### src/rtl/fetch_queue_ctrl.sv
// Prefetching FIFO controller over an external simple-dual-port RAM with
// one-cycle read latency, feeding a 2-entry output buffer for full-rate popping.
module fetch_queue_ctrl #(
    parameter int Word_Length = 8,
    parameter int W_DEPTH     = 16
) (
    input  logic                         clk,
    input  logic                         rst,
    input  logic                         push_valid,
    input  logic [Word_Length-1:0]       push_data,
    output logic                         push_ready,
    output logic                         pop_valid,
    output logic [Word_Length-1:0]       pop_data,
    input  logic                         pop_ready,
    input  logic                         flush,
    output logic [$clog2(W_DEPTH)+1:0]   count,
    output logic                         mem_we,
    output logic [Word_Length-1:0]       mem_data_wr,
    output logic [$clog2(W_DEPTH)-1:0]   mem_addr_wr,
    output logic                         mem_re,
    output logic [$clog2(W_DEPTH)-1:0]   mem_addr_rd,
    input  logic [Word_Length-1:0]       mem_data_rd
);
    localparam int AW = $clog2(W_DEPTH);
    localparam int PW = AW + 1;
    localparam int CW = AW + 2;
    localparam logic [PW-1:0] DEPTH_P = PW'(W_DEPTH);

    logic [PW-1:0]          wr_ptr, rd_ptr, ram_count;
    logic [1:0]             ob_count;
    logic                   ob_hd, ob_tail;
    logic                   rd_pend;
    logic [Word_Length-1:0] ob_mem [2];
    logic                   push_fire, pop_fire;
    logic [2:0]             ob_occ;

    always_comb begin
        ram_count   = wr_ptr - rd_ptr;
        push_ready  = !rst && !flush && (ram_count < DEPTH_P);
        push_fire   = push_valid && push_ready;
        mem_we      = push_fire;
        mem_addr_wr = wr_ptr[AW-1:0];
        mem_data_wr = push_data;

        pop_valid   = !rst && !flush && (ob_count != 2'd0);
        pop_data    = ob_mem[ob_hd];
        pop_fire    = pop_valid && pop_ready;

        // Read only if the word (plus any in flight) still fits after this cycle's pop.
        ob_occ      = 3'(ob_count) + 3'(rd_pend);
        mem_re      = !rst && !flush && (ram_count != '0) &&
                      (ob_occ < (3'd2 + 3'(pop_fire)));
        mem_addr_rd = rd_ptr[AW-1:0];

        // With a full buffer and a pop, the tail aliases the departing head slot.
        ob_tail     = ob_hd ^ ob_count[0];
        count       = CW'(ram_count) + CW'(rd_pend) + CW'(ob_count);
    end

    always_ff @(posedge clk) begin
        if (rst || flush) begin
            wr_ptr   <= '0;
            rd_ptr   <= '0;
            ob_count <= '0;
            ob_hd    <= 1'b0;
            rd_pend  <= 1'b0;
        end else begin
            if (push_fire) wr_ptr <= wr_ptr + PW'(1);
            if (mem_re)    rd_ptr <= rd_ptr + PW'(1);
            rd_pend <= mem_re;
            if (rd_pend)   ob_mem[ob_tail] <= mem_data_rd;
            if (pop_fire)  ob_hd <= ~ob_hd;
            ob_count <= ob_count + 2'(rd_pend) - 2'(pop_fire);
        end
    end
endmodule

### config.mk
export PLATFORM = sky130hd
export DESIGN_NAME = fetch_queue_ctrl
export DESIGN_NICKNAME = d
export VERILOG_FILES = /design/src/rtl/fetch_queue_ctrl.sv
export SDC_FILE = /design/constraint.sdc
export NUM_CORES = 1
export LEC_CHECK = 0
export CORE_MARGIN = 3
export CORE_UTILIZATION = 30
export DETAILED_ROUTE_END_ITERATION = 10
export SLEW_MARGIN = 30
export SYNTH_ARGS = -nofsm -noshare
export SYNTH_HDL_FRONTEND = slang
export SYNTH_SLANG_ARGS = --single-unit
### constraint.sdc
create_clock -name clk -period 2.9 [get_ports clk]
set_clock_uncertainty 0.05 [all_clocks]
set_input_delay 0.725 -clock clk [delete_from_list [all_inputs] [get_ports clk]]
set_output_delay 0.725 -clock clk [all_outputs]
set_load 0.05 [all_outputs]
## Word level (Yosys, flattened, before mapping)

Memories as Yosys holds them, arrays and structs flattened. A register that Yosys moved wholly into a read port is not among the register bits.
Cells that the tools add are included.

- Flip-flop bits (word level): 14
- Memory bits (writable): 16
- Bits of input ports: 21
- Output and inout bits: 34
- Logic and storage cells: 36
- Memories: 1

- Add/sub/neg operators: 9
- $lt $le $gt $ge: 2
- Mux-type cells: 5
- Bitwise gates (word level): 2
- Reductions and logical operators: 12

Memory list:

| name | depth | width | read ports | clocked after Yosys merged registers in | wr ports | RTL line | RTL |
|---|---|---|---|---|---|---|---|
| ob_mem | 2 | 8 | 1 | 1 | 1 | 33 | `logic [Word_Length-1:0] ob_mem [2];` |

Operators with widths:

| cell | count |
|---|---|
| adder 5 x 1 -> 5 bit (second input constant) | 2 |
| logical AND 1 bit | 7 |
| adder 5 x 1 -> 6 bit | 1 |
| adder 6 x 2 -> 6 bit | 1 |
| < comparator 5 bit (second input constant) | 1 |
| 2-to-1 mux 1 bit | 5 |
| nonzero test 5 bit | 1 |
| subtractor 5 bit | 1 |
| adder 2 x 1 -> 3 bit | 1 |
| adder 2 x 1 -> 3 bit (first input constant) | 1 |
| < comparator 3 bit | 1 |
| adder 2 x 1 -> 2 bit | 1 |
| logical NOT 1 bit | 2 |
| nonzero test 2 bit | 1 |
| subtractor 2 x 1 -> 2 bit | 1 |
| logical OR 1 bit | 1 |
| NOT 1 bit | 1 |
| bitwise XOR 1 bit | 1 |

## Depth between registers and ports, before layout

- Depth after elaboration: 7
- Gate-level depth with buffers: 10
- Gate-level depth less buffers: 9

## Least setup slack after synthesis

Ideal clock, no wire load.

- Kind: reg2out
- Start point: register wr_ptr[0]
- End point: output port count[5]
- Data arrival time: 2.696 ns
- Slack: -0.571 ns
- Stages on the path, launching flop included: 9
- Buffers on the path: 0
- Cell sequence: dfxtp_1 > inv_1 > ha_1 > inv_1 > fa_1 > ha_1 > nor2b_1 > o21ai_0 > nor3_1

- Longest elaborated chain between the ends: 3

RTL lines:

| item | RTL line | RTL |
|---|---|---|
| start: declaration | 29 | `logic [PW-1:0] wr_ptr, rd_ptr, ram_count;` |
| start signal: assignment | 68 | `if (push_fire) wr_ptr <= wr_ptr + PW'(1);` |
| subtractor 5 bit | 38 | `ram_count = wr_ptr - rd_ptr;` |
| adder 5 x 1 -> 6 bit | 57 | `count = CW'(ram_count) + CW'(rd_pend) + CW'(ob_count);` |
| adder 6 x 2 -> 6 bit | 57 |  |
| end: declaration | 16 | `output logic [$clog2(W_DEPTH)+1:0] count,` |

Every way passes these cells.

## Worst setup path in the final report

- Start point: register rd_ptr[0]
- End point: output port count[4]

- Longest elaborated chain between the ends: 3

RTL lines:

| item | RTL line | RTL |
|---|---|---|
| start: declaration | 29 |  |
| start signal: assignment | 69 | `if (mem_re) rd_ptr <= rd_ptr + PW'(1);` |
| subtractor 5 bit | 38 |  |
| adder 5 x 1 -> 6 bit | 57 |  |
| adder 6 x 2 -> 6 bit | 57 |  |

Every way passes these cells.

==> metrics.md <==
| Metric | Value |
|---|---|
| VDD IR max | `0.000593 V` |
| Via-to-Cell Ratio | `about 4.5` |
| Layout cells sized above 1 | `roughly 37%` |
| CP max FO | `4` |
| Bufs on Longest Clock Path | `2` |
| N_diodes | `0` |
| Fraction of registers with async set/reset | `0%` |
| Clock transition at path regs | `about 0.07 ns` |
| CTS tree | `yes` |
| Grt met1 use | `14.8%` |
| Pwr dens | `between 900 and 1000 mW/mm2` |
| # nets final | `257` |
| CTS Buf Count | `5` |
| TritonRoute pass-1 iters | `4` |
| Routed len/inst | `about 13 um` |
| CP peak stage delay | `around 0.59 ns` |
| Yosys top cell area share | `26.4%` |
| HPWL Detailed | `2880 um` |
| Post-synth EDFFs | `16` |
| DIE HEIGHT | `84.0 um` |
| Worst skew pair latency | `a little under 0.3 ns` |
| Leak | `between 1 and 1.5 nW` |
| Worst Path Class, Setup | `reg2out` |
| GP Congestion | `0.841` |
| Largest net degree at the start of global routing | `11` |
| Top FF cell, synth | `edfxtp_1` |
| Yosys top cell by area | `edfxtp_1` |
| Final setup margin | `-0.304 ns` |
| GR Util met3 | `under 10%` |
| Die W | `between 80 and 90 um` |
| Total Routing Usage GR | `a little under an eighth` |
| Core Box Area | `roughly 0.0057 mm2` |
| Setup crit end kind | `primary output` |
| #FFs+latches synth | `31` |
| Die area | `0.00705 mm2` |
| Worst setup SP type | `register` |
| Tmin final | `roughly 3.2 ns` |
| DRC violation count after routing | `0` |
| Hold Fails Final Rpt | `0` |
| Initial antenna violation count | `0` |
| CP top delay family | `adder cells` |
| Share of the yosys chip area belonging to registers | `approximately 43%` |
| Critical path arrival | `2.43 ns` |
| Worst-margin pin slew | `about 0.55 ns` |
| Antenna-violating nets left | `0` |
| Commonest non-fill, non-tap cell in the layout | `clkdlybuf4s50_1` |
| Cell Rows | `27` |
| Overall Power | `2.47 mW` |
| Clock sinks | `31` |
| Worst slack at placement | `-0.218 ns` |
| Drt total wl | `~3900 um` |
| Cts hold-fix bufs | `0` |
| Failing checks | `negative setup slack` |
| F_max | `312 MHz` |
| Status | `finished with violations` |
| Synth Area per Inst | `between 10 and 15 um2` |
| Vias | `about 1,300` |
| Buf+Inv Stages, Crit Path | `3` |
| Data required, critical path | `between 2 and 2.5 ns` |
| Vias in the first global route | `1,303` |
| Slowest cell on crit path | `fa_2` |
| Clock root cell | `clkbuf_8` |
| Finish-stage setup viols | `8` |
| RSZ-0062 raised after global routing | `true` |
| Max Cap Viol | `0` |
| Distinct cell type count after synthesis | `38` |
| Slew HR | `63.5%` |
| Detailed router's first-iteration violation count | `27` |
| I/O Buffers | `38` |
| Crit share post-route | `110%` |
| Crit-path cells | `ha_4, inv_2, fa_2, inv_2, fa_2, nor3b_4, xnor2_2, buf_12` |
| Most frequent cells in the layout | `28 x clkdlybuf4s50_1, 25 x buf_4, 16 x edfxtp_1` |
| GR Util met2 | `between 10% and 20%` |
| Post-Syn Area | `around 0.0018 mm2` |
| Synth area leaders | `edfxtp_1 26%, dfxtp_1 16%, ha_1 7.5%` |
| Synth-to-Final Area Change | `48.5%` |
| GRT overflow | `0` |
| Syn_nets | `just over 200` |
| I/O pin cnt | `55` |
| Max-slew violation count | `0` |
| Most used routing layer | `met2` |
| Yosys Warn Count | `0` |
| Starting density of the core | `approximately a third` |
| H-tree depth reported by CTS | `2` |
| Global-route wire length before repair | `approximately 6400 um` |
| Hold Path Class | `reg2reg` |
| Synth Instances | `approximately 170` |
## cells in the mapped netlist, drive strengths merged (3+ instances only)
library cell,n
a21oi,7
nor3,3
o21ai,6
nor2,10
mux2i,5
xnor2,8
dfxtp,15
mux2,9
or3,3
xor2,5
fa,3
edfxtp,16
nand2,14
ha,11
buf,18
and2,5
inv,14
## worst register-to-register path, stage by stage, from the launching register on
cell and delay, ns:
dfxtp_4 0.37, ha_4 0.14, inv_2 0.03, fa_2 0.59, nand3b_1 0.13, nor2_1 0.04
mux2_2 0.30, buf_4 0.15, a21oi_1 0.22, mux2i_1 0.22
## repair_timing
action / CTS / global route
endpoints found under the setup margin: 8 / 8
pin swaps: 6 / 6
gates resized for setup: 13 / 9
setup buffers: 0 / 3
## logic make-up (layout without fill, tap and decap cells)
| kind of cell | Yosys count | count (layout) | synth area share (%) |
|---|---|---|---|
| AO/OA/AOI/OAI | 17 | 17 | 7.14 |
| multiplexers | 14 | 14 | 8.30 |
| flip-flops | 31 | 31 | 42.8 |
| adder cells (fa/ha/maj) | 14 | 14 | 10.8 |
| AND/OR/NAND/NOR | 49 | 49 | 13.9 |
| buffers and inverters | 34 | 85 | 10.8 |
| XOR/XNOR | 13 | 13 | 6.25 |
## flip-flops by register name (all words and copies together) (netlist names), named ones only
register,flops
rd_pend,1
ob_count,2
rd_ptr,5
wr_ptr,5
ob_mem,16
ob_hd,1
## layer usage
layer  vias up  routed length [um]  part of all wire, %
met2        45                1850                   48
met5         -                   0                    0
met4         0                  21                 0.54
li1        667                   -                    -
met3         3                 193                  5.0
met1       619                1800                   46
## report_power, final
part           internal (mW)  switching, mW
clock                  0.278          0.167
sequential             0.496         0.0224
combinational          0.737          0.770
total                   1.51          0.960
## area by class of cell
class | count | area [um2]
well taps | 72 | 90.1
clock inverters | 2 | 35.0
clock buffers | 6 | 82.6
flip-flops and latches | 31 | 786
multi-input cells | 107 | 993
inverters | 14 | 52.6
fillers | 535 | 2970
repair buffers | 63 | 668
## worst paths after layout
path,endpoint,slack (ns),cells past startpoint,from
worst min register to register,rd_ptr[4],0.45,2,rd_ptr[4]
worst max-delay path,count[4],-0.30,8,rd_ptr[0]
worst min-delay path,rd_ptr[4],0.45,2,rd_ptr[4]
worst max register to register,rd_ptr[4],0.57,9,rd_ptr[0]
## stage by stage
| step | area (um2) | instances | TNS [ns] | util, % | hold slack (ns) |
|---|---|---|---|---|---|
| after floorplan | 1880 | 172 | -0.353 | - | 0.405 |
| after detailed placement | 2480 | 284 | -0.511 | 43.6 | 0.433 |
| after CTS | 2640 | 292 | -1.49 | 46.5 | 0.447 |
| after global placement | 2480 | 284 | -0.447 | 43.6 | 0.422 |
| final | 2710 | 295 | -1.46 | 47.7 | 0.448 |
| after global routing | 2710 | 295 | -2.17 | 47.7 | 0.479 |
Power figures use the tool's default switching activity.
==> edit 1, RTL diff (same flow settings) <==
`W_DEPTH`: 16 -> 32.
--- a/src/rtl/fetch_queue_ctrl.sv
+++ b/src/rtl/fetch_queue_ctrl.sv
@@ -4,3 +4,3 @@
     parameter int Word_Length = 8,
-    parameter int W_DEPTH     = 16
+    parameter int W_DEPTH     = 32
 ) (
Ports: changed (resized count, mem_addr_rd and mem_addr_wr); port bits go from 55 to 58. No check against the original RTL was run, so the function may have changed too.
==> edit 1 against the original RTL <==
  * The flow still finishes with violations (negative setup slack)
  * Wire length increased by 22%
  * Total power increased by 6.9%
  * Setup slack better by 0.0041 ns
  * Non-clock buffer count grew 16
  * Area after synthesis grew 7.3%
  * Sequential cell count increased by 2
  * First-iteration DRC count grew 140%
  * Cell area rose by 13%
  * Largest cell class unchanged
  * Largest power group unchanged
==> edit 1: results (changes against the original RTL) <==
Final layout
  – Multi-input gates: 129 (+21%)
  – Fraction of layout cells with a size suffix above 1: 0.4077 (+0.03998)
  – Inverters: 11 (-3)
  – # fillers: 544 (+1.7%)
  – Total Nets Final: 295 (+15%)
  – Top flop regs: ob_mem x16, rd_ptr x6, wr_ptr x6
  – Non-clk bufs: 79 (+25%)

Power and ir drop
  – Seq pwr: 0.543 mW (+4.8%)
  – Clock power frac: 0.130 (-0.050)
  – Pint: 1.574 mW (+4.2%)
  – Worst ir drop on vdd: 0.0005114 V (-14%)

Timing
  – Final setup violation count: 6 (-2)
  – Worst Max-Slew Pin Slew: 0.5220 ns (-0.02331 ns)
  – Final worst setup slack: -0.3001 ns (+0.004126 ns)

Worst setup path
  – Slowest cell delay on critical path: 0.34 ns (-0.25 ns)
  – R2r startpoint: wr_ptr[0]$_SDFFE_PP0P_
  – Max Fanout on Critical Path: 2 (-2)
  – Crit path max-delay family: simple AND/OR/NAND/NOR gates
  – Reg2reg path depth: 15 (+6)
  – R2r endpoint: rd_ptr[1]$_SDFFE_PP0P_

Synthesis
  – Post-synthesis mux area share: 0.04607 (-0.03698)
  – Syn_nets: 232 (+12%)
  – Seq/Total Area, Yosys: 0.4197 (-0.008572)
  – Top cells by area, synth: edfxtp_1 25%, dfxtp_1 17%, ha_1 7.7%
  – Yosys top cell area share: 0.2457 (-0.01787)
  – Avg Inst Size Synth: 9.978 µm² (-5.9%)
  – Post-synthesis cell type count: 39 (+2.6%)
  – Post-Synth XOR/XNOR Area: 0.04926 (-0.01319)
  – Ys flop type: dfxtp_1
  – Adder-Cell Fraction of Synth Area: 0.1075 (-0.0009564)

Placement
  – GPL Wtd Cong: 0.8345 (-0.74%)
  – Post-DP HPWL: 3442 µm (+19%)
  – Worst setup slack after placement: -0.07024 ns (+0.1478 ns)
  – Placed Area: 0.002730 mm² (+10%)

Drt
  – Drt initial violations: 66 (+140%)
  – Vias/cell: 4.761 (+5.3%)
  – Drt wl/cell: 14.08 µm (+7.4%)

Global route
  – Vias in the first global route: 1679 (+29%)
  – Largest net degree at the start of global routing: 15 (+4)
  – Gr usage total: 0.1306 (+0.01573)
  – Global-route wire length before repair: 7617 µm (+18%)

Run status
  – Failing checks: negative setup slack
  – Status: complete, but fails checks

Min path
  – Worst Hold End: rd_ptr[5]$_SDFFE_PP0P_
==> edit 1: cell count changes after synthesis, sizes merged, moves of 3 or more <==
| cell | change |
|---|---|
| or3 | +4 |
| nor2 | +5 |
| nand3 | +3 |
| inv | -3 |
| mux2i | -5 |
| a21o | +3 |
| and3 | +5 |
==> edit 1: worst max-delay path by stage <==
stage          endpoint                   start  cells past startpoint
2_1_floorplan  count[5]  wr_ptr[0]$_SDFFE_PP0P_                     10
3_3_place_gp     mem_re  wr_ptr[0]$_SDFFE_PP0P_                     10
3_5_place_dp     mem_re  wr_ptr[0]$_SDFFE_PP0P_                     10
4_1_cts          mem_re  wr_ptr[0]$_SDFFE_PP0P_                     10
5_1_grt          mem_re  wr_ptr[0]$_SDFFE_PP0P_                     10
6_report         mem_re  wr_ptr[0]$_SDFFE_PP0P_                     10
==> edit 1: kinds of logic after synthesis <==
| logic type | after synthesis |
|---|---|
| compound gates | 29 |
| xor+xnor | 11 |
| fa+ha+maj | 15 |
| buf+inv | 34 |
| flops | 33 |
| mux | 8 |
| simple gates | 66 |
==> edit 1: per-layer routing <==
metal / global-route usage / up-vias / share of wire
li1: - / 800 / -
met1: 0.1576 / 739 / 0.45
met2: 0.2232 / 44 / 0.48
met3: 0.03422 / 12 / 0.053
met4: 0.04674 / 0 / 0.022
met5: 0 / - / 0
==> edit 1: repair_timing <==
action,CTS,global route
pin swaps,13,8
setup buffers,12,4
resized for setup,22,13
setup endpoints to repair,7,12
==> edit 1: metrics by stage <==
stage	hold WS (ns)	util	power, mW	instances
5_1_grt	0.5053	0.4978	2.789	335
3_5_place_dp	0.4476	0.4453	1.970	317
3_3_place_gp	0.4429	0.4453	1.961	317
6_report	0.4779	0.4978	2.641	335
2_1_floorplan	0.4111	-	1.407	196
4_1_cts	0.4672	0.4916	2.646	337
==> edit 2, RTL diff (config.mk and constraints unchanged) <==
Made on the original files. Put a register stage on the output `count`. The value now appears one clock later. The other outputs are not delayed to match.
--- a/src/rtl/fetch_queue_ctrl.sv
+++ b/src/rtl/fetch_queue_ctrl.sv
@@ -27,2 +27,4 @@
     localparam logic [PW-1:0] DEPTH_P = PW'(W_DEPTH);
+
+    logic [$clog2(W_DEPTH)+1:0] count_d;
 
@@ -56,3 +58,3 @@
         ob_tail     = ob_hd ^ ob_count[0];
-        count       = CW'(ram_count) + CW'(rd_pend) + CW'(ob_count);
+        count_d     = CW'(ram_count) + CW'(rd_pend) + CW'(ob_count);
     end
@@ -75,2 +77,6 @@
     end
+    always_ff @(posedge clk) begin
+        count <= count_d;
+    end
+
 endmodule
Function: changed (Yosys sat finds a counterexample within 4 cycles, from zero or initial values).
==> edit 2 against the original RTL <==
  * The flow still finishes with violations (negative setup slack)
  * Total power is 18% lower
  * Wire length is 2.1% lower
  * Cell area decreased by 0.55%
  * Setup slack better by 0.19 ns
  * Sequential cell count up 6
  * Sequential power grew 21%
  * Area after synthesis is 7.6% higher
  * Core utilization is 3.8 points lower
==> edit 2: results (changes against the original RTL) <==
Run status
  – Status: complete, but fails checks
  – Failing checks: negative setup slack

Drt
  – Met3 wire length: 242 µm (+25%)
  – Post-Route M1 WL: 1726 µm (-4.0%)
  – Vias/cell: 4.339 (-4.1%)
  – Drt initial violations: 28 (+3.7%)
  – Met2 routed WL: 1755 µm (-5.3%)
  – Drt wl/cell: 12.45 µm (-5.0%)

Global route
  – Gr usage total: 0.1057 (-0.009079)
  – Met2 Use GR: 0.1739 (-0.01047)
  – Largest net degree at the start of global routing: 13 (+2)

Worst setup path
  – CP arrival: 2.24 ns (-0.19 ns)
  – Max Fanout on Critical Path: 3 (-1)
  – Slowest cell delay on critical path: 0.54 ns (-0.05 ns)

Die
  – Core Rows: 28 (+3.7%)

Synthesis
  – Top cells by area, synth: edfxtp_1 24%, dfxtp_1 21%, ha_1 7.0%
  – Synth Register Bits: 37 (+19%)
  – Adder-Cell Fraction of Synth Area: 0.1008 (-0.007677)
  – Post-synthesis mux area share: 0.07717 (-0.005879)
  – Post-synthesis compound-gate area fraction: 0.06250 (-0.008880)
  – Synth top cells by count: 21 x dfxtp_1, 16 x buf_4, 16 x edfxtp_1
  – Seq/Total Area, Yosys: 0.4592 (+0.03091)
  – Post-Synth XOR/XNOR Area: 0.07462 (+0.01216)
  – Ys flop type: dfxtp_1

Final layout
  – Signal buf overhead: 0.2305 (-0.01628)
  – Total Nets Final: 263 (+2.3%)
  – Area Overhead vs Synth: 37.24%
  – Fraction of layout cells with a size suffix above 1: 0.3013 (-0.06640)
  – Multi-input logic area: 934.6 µm² (-5.9%)
  – # fillers: 593 (+11%)
  – Multi-input gates: 105 (-1.9%)
  – Final-layout clock-cell area share: 0.03206 (-0.01137)
  – Non-clk bufs: 65 (+3.2%)

Timing
  – Final worst setup slack: -0.1178 ns (+0.1864 ns)
  – Final setup violation count: 1 (-7)
  – Final setup TNS: -0.1178 ns (+1.340 ns)
  – Worst Max-Slew Pin Slew: 0.5096 ns (-0.03574 ns)

Clock network
  – Postcts setup bufs: 3 (+3)
  – Post-CTS Resized: 16 (+3)

Placement
  – GPL Wtd Cong: 0.7366 (-12%)
  – Post-DP HPWL: 2877 µm (-0.26%)
  – Worst setup slack after placement: -0.1549 ns (+0.06313 ns)
  – Placed Area: 0.002514 mm² (+1.5%)

Power and ir drop
  – Pint: 1.272 mW (-16%)
  – Leakage dissipation: 1.038 nW (-0.89%)
  – Clk. pwr: 0.348 mW (-22%)
edit 2: worst paths after layout:
path | endpoint | from | cells after the start | slack, ns
setup / recovery | mem_re | wr_ptr[0]$_SDFFE_PP0P_ | 10 | -0.12
hold / removal | rd_ptr[3]$_SDFFE_PP0P_ | rd_ptr[3]$_SDFFE_PP0P_ | 2 | 0.44
setup reg to reg | rd_ptr[4]$_SDFFE_PP0P_ | wr_ptr[0]$_SDFFE_PP0P_ | 10 | 0.70
hold reg to reg | rd_ptr[3]$_SDFFE_PP0P_ | rd_ptr[3]$_SDFFE_PP0P_ | 2 | 0.44
edit 2: metrics by stage:
step                      instances  hold slack [ns]
after floorplan                 176           0.4115
after global placement          292           0.4265
after detailed placement        292           0.4395
after CTS                       303           0.4548
after global routing            304           0.4570
final                           304           0.4352
edit 2: kinds of logic (layout without fill, tap and decap cells):
group,after synthesis,count (layout)
simple gates,48,48
flops,37,37
buf+inv,34,87
xor+xnor,15,15
fa+ha+maj,14,14
compound gates,14,14
mux,14,14
